`src/rtl/mul_seq_unit.sv`:
```
// RV32M multiply group: decodes funct3 and runs MUL/MULH/MULHSU/MULHU on a
// shift-add datapath retiring BITS_PER_CYCLE multiplier bits per clock.
module mul_seq_unit #(
    parameter int unsigned XLEN           = 32,
    parameter int unsigned BITS_PER_CYCLE = 1
) (
    input  logic            clk,
    input  logic            resetn,
    input  logic [2:0]      funct3,
    input  logic [XLEN-1:0] op_a,
    input  logic [XLEN-1:0] op_b,
    input  logic            mul_ext_valid,
    output logic            busy,
    output logic            mul_ready,
    output logic [XLEN-1:0] result,
    output logic            illegal
);

    localparam int unsigned ACC_W  = 2 * XLEN;
    localparam int unsigned CYCLES = XLEN / BITS_PER_CYCLE;
    localparam int unsigned CNT_W  = $clog2(CYCLES + 1);

    typedef enum logic [1:0] {
        S_IDLE = 2'd0,
        S_CALC = 2'd1,
        S_DONE = 2'd2
    } state_t;

    state_t           state;
    state_t           state_nxt;
    logic [ACC_W-1:0] acc;
    logic [ACC_W-1:0] mcand;
    logic [XLEN-1:0]  mplier;
    logic [CNT_W-1:0] cnt;
    logic             neg;
    logic             hi_sel;

    logic             signed_a_c;
    logic             signed_b_c;
    logic             sign_a_c;
    logic             sign_b_c;
    logic [XLEN-1:0]  mag_a_c;
    logic [XLEN-1:0]  mag_b_c;
    logic [ACC_W-1:0] pp_c;
    logic [ACC_W-1:0] product_c;

    // Operand signedness and magnitudes; the most-negative value maps to 2^(XLEN-1).
    always_comb begin
        signed_a_c = (funct3 == 3'b001) || (funct3 == 3'b010);
        signed_b_c = (funct3 == 3'b001);
        sign_a_c   = signed_a_c & op_a[XLEN-1];
        sign_b_c   = signed_b_c & op_b[XLEN-1];
        mag_a_c    = sign_a_c ? (~op_a + XLEN'(1)) : op_a;
        mag_b_c    = sign_b_c ? (~op_b + XLEN'(1)) : op_b;
    end

    // mcand already carries the per-cycle left shift, so the partial product
    // only needs the low multiplier digit.
    always_comb begin
        pp_c      = mcand * ACC_W'(mplier[BITS_PER_CYCLE-1:0]);
        product_c = neg ? (~acc + ACC_W'(1)) : acc;
    end

    always_ff @(posedge clk or negedge resetn) begin
        if (!resetn) begin
            state <= S_IDLE;
        end else begin
            state <= state_nxt;
        end
    end

    always_comb begin
        state_nxt = state;
        case (state)
            S_IDLE:  if (mul_ext_valid && !funct3[2]) state_nxt = S_CALC;
            S_CALC:  if (cnt == '0) state_nxt = S_DONE;
            S_DONE:  state_nxt = S_IDLE;
            default: state_nxt = S_IDLE;
        endcase
    end

    // Datapath and registered outputs; CALC spends one extra cycle at cnt == 0
    // to form the signed product so the result lands together with mul_ready.
    always_ff @(posedge clk or negedge resetn) begin
        if (!resetn) begin
            busy      <= 1'b0;
            mul_ready <= 1'b0;
            illegal   <= 1'b0;
            result    <= '0;
            acc       <= '0;
            mcand     <= '0;
            mplier    <= '0;
            cnt       <= '0;
            neg       <= 1'b0;
            hi_sel    <= 1'b0;
        end else begin
            mul_ready <= 1'b0;
            illegal   <= 1'b0;
            case (state)
                S_IDLE: begin
                    if (mul_ext_valid) begin
                        if (funct3[2]) begin
                            illegal <= 1'b1;
                        end else begin
                            mcand  <= ACC_W'(mag_a_c);
                            mplier <= mag_b_c;
                            neg    <= sign_a_c ^ sign_b_c;
                            hi_sel <= (funct3[1:0] != 2'b00);
                            acc    <= '0;
                            cnt    <= CNT_W'(CYCLES);
                            busy   <= 1'b1;
                        end
                    end
                end
                S_CALC: begin
                    if (cnt == '0) begin
                        result    <= hi_sel ? product_c[ACC_W-1:XLEN] : product_c[XLEN-1:0];
                        mul_ready <= 1'b1;
                    end else begin
                        acc    <= acc + pp_c;
                        mcand  <= mcand << BITS_PER_CYCLE;
                        mplier <= mplier >> BITS_PER_CYCLE;
                        cnt    <= cnt - CNT_W'(1);
                    end
                end
                S_DONE: begin
                    busy <= 1'b0;
                end
                default: begin
                    busy <= 1'b0;
                end
            endcase
        end
    end

endmodule

```
`config.mk`:
```
export PLATFORM = sky130hd
export DESIGN_NAME = mul_seq_unit
export DESIGN_NICKNAME = d
export VERILOG_FILES = /design/src/rtl/mul_seq_unit.sv
export SDC_FILE = /design/constraint.sdc
export NUM_CORES = 1
export LEC_CHECK = 0
export CAP_MARGIN = 25
export CORE_MARGIN = 4
export CORE_UTILIZATION = 61
export CTS_CLUSTER_SIZE = 12
export DETAILED_ROUTE_END_ITERATION = 6
export PLACE_DENSITY = 0.82
export SLEW_MARGIN = 40
export SYNTH_ARGS = -nofsm -noshare
export SYNTH_HDL_FRONTEND = slang
export SYNTH_SLANG_ARGS = --single-unit
```
`constraint.sdc`:
```
create_clock -name clk -period 3.8 [get_ports clk]
set_input_delay 1.14 -clock clk [delete_from_list [all_inputs] [get_ports clk]]
set_output_delay 1.14 -clock clk [all_outputs]
set_load 0.05 [all_outputs]
```
# After elaboration in Yosys (flattened, before gate mapping)
# Index checks and enable logic that the tools add are counted.
[op_classes] shifts=0 div=0 order_cmp=0 multipliers=1 add_sub_neg=5 muxes=31 eq_ne=8 reduce_logical=12 bitwise=8
[ops] op="$mux 64" count=7
[ops] op="$pmux 64 s2" count=2
[ops] op="$mux 32" count=6
[ops] op="$add 32x1->32 const B" count=2
[ops] op="$add 64x1->64 const B" count=1
[ops] op="$add 64x64->64" count=1
[ops] op="$mul 64x1->64" count=1
[ops] op="$not 32->32" count=2
[ops] op="$not 64->64" count=1
[ops] op="$pmux 32 s2" count=1
[ops] op="$mux 6" count=3
[ops] op="$pmux 6 s2" count=1
[ops] op="$ne 2x2->1 const B" count=5
[ops] op="$mux 1" count=7
[ops] op="$logic_not 6->1" count=1
[ops] op="$reduce_and 3->1" count=2
[ops] op="$sub 6x1->6 const B" count=1
[ops] op="$mux 2" count=2
[ops] op="$pmux 2 s2" count=1
[ops] op="$reduce_and 2->1" count=2
[ops] op="$reduce_and 4->1" count=1
[ops] op="$reduce_bool 2->1" count=2
[ops] op="$eq 3x1->1 const B" count=1
[ops] op="$eq 3x2->1 const B" count=1
[ops] op="9 further kinds" count=11
[totals] out_inout_bits=35 register_bits=205 in_bits=70 wordCells=76 rom_bits=0 mem_count=0 mem_bits_rw=0 latch_bits=0

# Longest topological paths before layout
[logic_depth] depth_word=7 mapped_depth=15 mapped_depth_nobuf=13

# Worst setup path after synthesis
# No wires, ideal clock.
[synth_path] kind="reg2reg" startpoint="reg mplier[0]" endpoint="reg acc[58]" path_slack_ns=0.327 arrival_time_ns=3.378 setup_ns=0.095 synth_period_minus_slack_ns=3.473 required_time_ns=3.705 path_stages_with_launch=16 path_buffers=2 cell_sequence="dfrtp_1 clkbuf_1 clkbuf_1 and2_1 ha_1 inv_1 fa_1 nor2b_1 o2111ai_1 a2111oi_0 o2111ai_1 a21oi_1 o2111ai_1 a21oi_1 nor3_1 o31ai_1"
[synth_between] elab_chain_cells=4
[synth_rtl] item="from (decl)" line_no="33" rtl="logic [XLEN-1:0] mplier;"
[synth_rtl] item="from (signal assigned)" line_no="106" rtl="mplier <= mag_b_c;"
[synth_rtl] item="from (signal assigned)" line_no="122" rtl="mplier <= mplier >> BITS_PER_CYCLE;"
[synth_rtl] item="$mul 64x1->64" line_no="60" rtl="pp_c = mcand * ACC_W'(mplier[BITS_PER_CYCLE-1:0]);"
[synth_rtl] item="$add 64x64->64" line_no="120" rtl="acc <= acc + pp_c;"
[synth_rtl] item="$mux 64" line_no="116" rtl="if (cnt == '0) begin"
[synth_rtl] item="$pmux 64 s2" line_no="99" rtl="case (state)"
[synth_rtl] item="to (signal assigned)" line_no="120"
[synth_rtl] item="to (decl)" line_no="31" rtl="logic [ACC_W-1:0] acc;"
# Every way passes these cells. The select of a mux whose other input is x is not followed.
# A chain may end at the register's enable or synchronous reset.

# Final worst setup path
[layout_path] startpoint="reg acc[20]" endpoint="reg result[22]"
[layout_between] elab_chain_cells=4
[layout_rtl] item="$not 64->64" line_no="61" rtl="product_c = neg ? (~acc + ACC_W'(1)) : acc;"
[layout_rtl] item="$add 64x1->64" line_no="61"
[layout_rtl] item="$mux 64" line_no="61"
[layout_rtl] item="$mux 32" line_no="117" rtl="result <= hi_sel ? product_c[ACC_W-1:XLEN] : product_c[XLEN-1:0];"
[layout_rtl] item="to (signal assigned)" line_no="117"
[layout_rtl] item="to (decl)" line_no="15" rtl="output logic [XLEN-1:0] result,"
# Every way passes these cells.

==> flow_summary.yaml <==
outcome:
  status: "finished clean"
worst_setup_path:
  crit_type: "register to register"
  timing.critical_path.fanout_max: 6
  worstPathRequired_ns: 4.21
  worstPathArrival_ns: 4.03
  worstReg2RegStart: "acc[20]"
  end_kind: "register"
  startpoint_type: "register"
  reg2reg_depth: 9
  reg2reg_to: "result[22]"
  rrSetupSlack_ns: 0.17
clock_network:
  cts_resized: 0
  clk_path_buf_depth: 3
  insertion_delay_ns: 0.53
  cts_max_level: 1
  post_cts_buffers: 0
  cts_buffers: 24
  postCtsHoldBufs: 0
  path_clk_slew_ns: 0.06
  cts-root-buf: "clkbuf_16"
  cts.sinks: 205
  cts_tree: "built"
drt:
  antenna_left: 0
  wl_per_cell_um: 18.8
  firstDrtPassIters: 5
  vias: 15042
  wl_um: 44900
  drc: 0
  vias_per_cell: 6.29
  drt_iter0_drc: 1641
global_route:
  first_global_vias: 14120
  gr-total-overflow: 0
  grt_use_total: 0.315
  grt_pass1_wl_um: 73500
  antenna_found_initial: 0
  grt_max_degree: 123
power_and_ir_drop:
  clkPwrFrac: 0.177
  p_int_w: 0.00715
  peakVddDrop_v: 0.000530
  p_total_w: 0.0135
  swShare: 0.471
  powerDensity_mw_per_mm2: 747
  p_sw_w: 0.00636
  seqPwrFrac: 0.295
  pwr-share-comb: 0.528
  leakagePower_nw: 7.98
final_layout:
  fin_nets: 2187
  syn2layout_area_growth_pct: 18.1
  nFillCells: 1977
  final_cell_mix: "nand2_1, o21ai_0, dfrtp_1"
  final_util: 0.737
  diodes: 0
  layout-drive-gt1-share: 0.0919
  mostFrequentLayoutCell: "nand2_1"
  final-instance-count-excl-fill: 2391
yosys:
  syn_nets: 2072
  ys_async_sr_fraction: 1.00
  seq_area_frac_synth: 0.335
  synthAdderAreaFrac: 0.0561
  yosys.area_share.simple: 0.228
  synth_top_family_by_area: "compound AO/OA/AOI/OAI gates"
  synth-compound-area-share: 0.237
  synth_enable_flop_cells: 0
  syn_area_per_cell_um2: 7.91
  synth_cell_types: 72
  synthMuxAreaShare: 0.00540
  synthXorXnorAreaFrac: 0.0967
  ys_seq_elements: 205
  synth_warnings: 0
  netlist_area_mm2: 0.0153
  ys.flop_type: "dfrtp_1"
  synthCells: 1934
sta:
  clock_skew_ns: 0.0148
  rsz0062_at_grt: "false"
  finalSetupViolations: 0
  setup_ws_ns: 0.174
  drv_slew: 0
  relSlewSlack: 0.486
  hold_violations: 0
  post-route-period-util: 0.954
  min_period_ns: 3.63
  setup_tns_ns: 0
  worstMarginPinSlew_ns: 0.771
  fmax_ghz: 0.276
die:
  io_pins: 105
  rows: 57
  initial_core_util: 0.624
  die-area_mm2: 0.0277
  die_y_um: 166
  core_area_mm2: 0.0245
  dieWidth_um: 166
place:
  port_buffers: 104
  place_inst: 2347
  dpl_worst_slack_ns: -0.0623
  gp_routability_congestion: 1.01
  dp_hpwl_um: 34000
min_path:
  holdCritStartpoint: "result[9]"
  hold_depth: 2
  worst_hold_path.endpoint: "result[9]"
  holdCritPathClass: "register to register"
flow_run:
  max-cap-violations: 0
==> power by group through the flow <==
stage               Clock (W)  Combinational (W)  Sequential, W
floorplan                   0            0.00445        0.00407
global placement            0            0.00682        0.00394
detailed placement          0            0.00699        0.00397
CTS                   0.00242            0.00703        0.00395
global route          0.00252            0.00785        0.00408
finish                0.00240            0.00713        0.00398
==> worst max-delay path: stages (launching register included) <==
cell and delay [ns]:
dfrtp_1 0.47, or4_4 0.61, or4_4 0.47, nor4_1 0.40, nand4_1 0.23, or4_4 0.59
o31ai_4 0.19, xor2_1 0.20, nor2_1 0.06, a221o_1 0.26
==> stage by stage <==
| step | area (um2) | hold slack, ns |
|---|---|---|
| 6_report | 18100 | 0.475 |
| 5_1_grt | 18100 | 0.497 |
| 4_1_cts | 18000 | 0.483 |
| 3_5_place_dp | 17200 | 0.469 |
| 3_3_place_gp | 17200 | 0.458 |
| 2_1_floorplan | 15300 | 0.439 |
==> worst max-delay path by stage <==
stage	startpoint	to	slack (ns)	cells past startpoint
floorplan	mplier[0]	acc[58]	0.33	15
global placement	op_b[16]	mplier[30]	-0.03	10
detailed placement	op_b[16]	mplier[30]	-0.06	10
CTS	mcand[0]	acc[58]	0.07	16
global route	mplier[0]	acc[58]	0.003	16
finish	acc[20]	result[22]	0.17	9
==> cells by family after synthesis <==
| kind of cell | count (synthesis) |
|---|---|
| DFF | 205 |
| xor gates and xnor gates | 169 |
| and+or+nand+nor | 713 |
| adders and majority gates | 68 |
| muxes | 8 |
| AOI/OAI and AO/OA | 606 |
| buffers and inverters | 165 |
==> cell type report <==
cell class                 instances  area, um2  area share
clock buffer                      36        716      0.0396
inverter                          32        120     0.00664
multi-input combinational       1564       9620       0.532
clock inverter                     8        110     0.00609
timing repair buffer             222       1980       0.109
tap                              324        405      0.0224
sequential                       205       5130       0.284
==> layer usage <==
metal / vias to the layer above / wire (um) / part of all wire / global-route usage
met3: 73 / 3390 / 0.075 / 0.0386
met4: 0 / 936 / 0.021 / 0.0733
met1: 7226 / 20200 / 0.45 / 0.469
li1: 7142 / - / - / -
met2: 601 / 20300 / 0.45 / 0.494
met5: - / 0 / 0 / 0
==> registers in the layout (all words and copies together), names as in the netlist <==
name and cells:
acc 64, busy 1, cnt 6, hi_sel 1
illegal 1, mcand 64, mplier 32, mul_ready 1
neg 1, result 32, state 2
==> cells in the mapped netlist (13+ instances only) <==
master,n,area share
clkbuf_1,120,0.029
inv_1,32,0.0078
nand2b_1,13,0.0053
nor3_1,29,0.0095
a21o_1,54,0.026
nor2_1,129,0.032
o41ai_1,15,0.0086
nand2_1,240,0.059
or4_1,14,0.0069
xor2_1,80,0.046
ha_1,67,0.055
a21oi_1,170,0.056
a31oi_1,17,0.0069
o21ai_0,211,0.069
nor4_1,16,0.0065
o21ai_1,22,0.0072
or3_1,24,0.0098
xnor2_1,89,0.051
nand3_1,104,0.034
nand4_1,28,0.011
o31ai_1,34,0.017
and2_1,69,0.028
dfrtp_1,205,0.34
(Power assumes the default switching activity.)
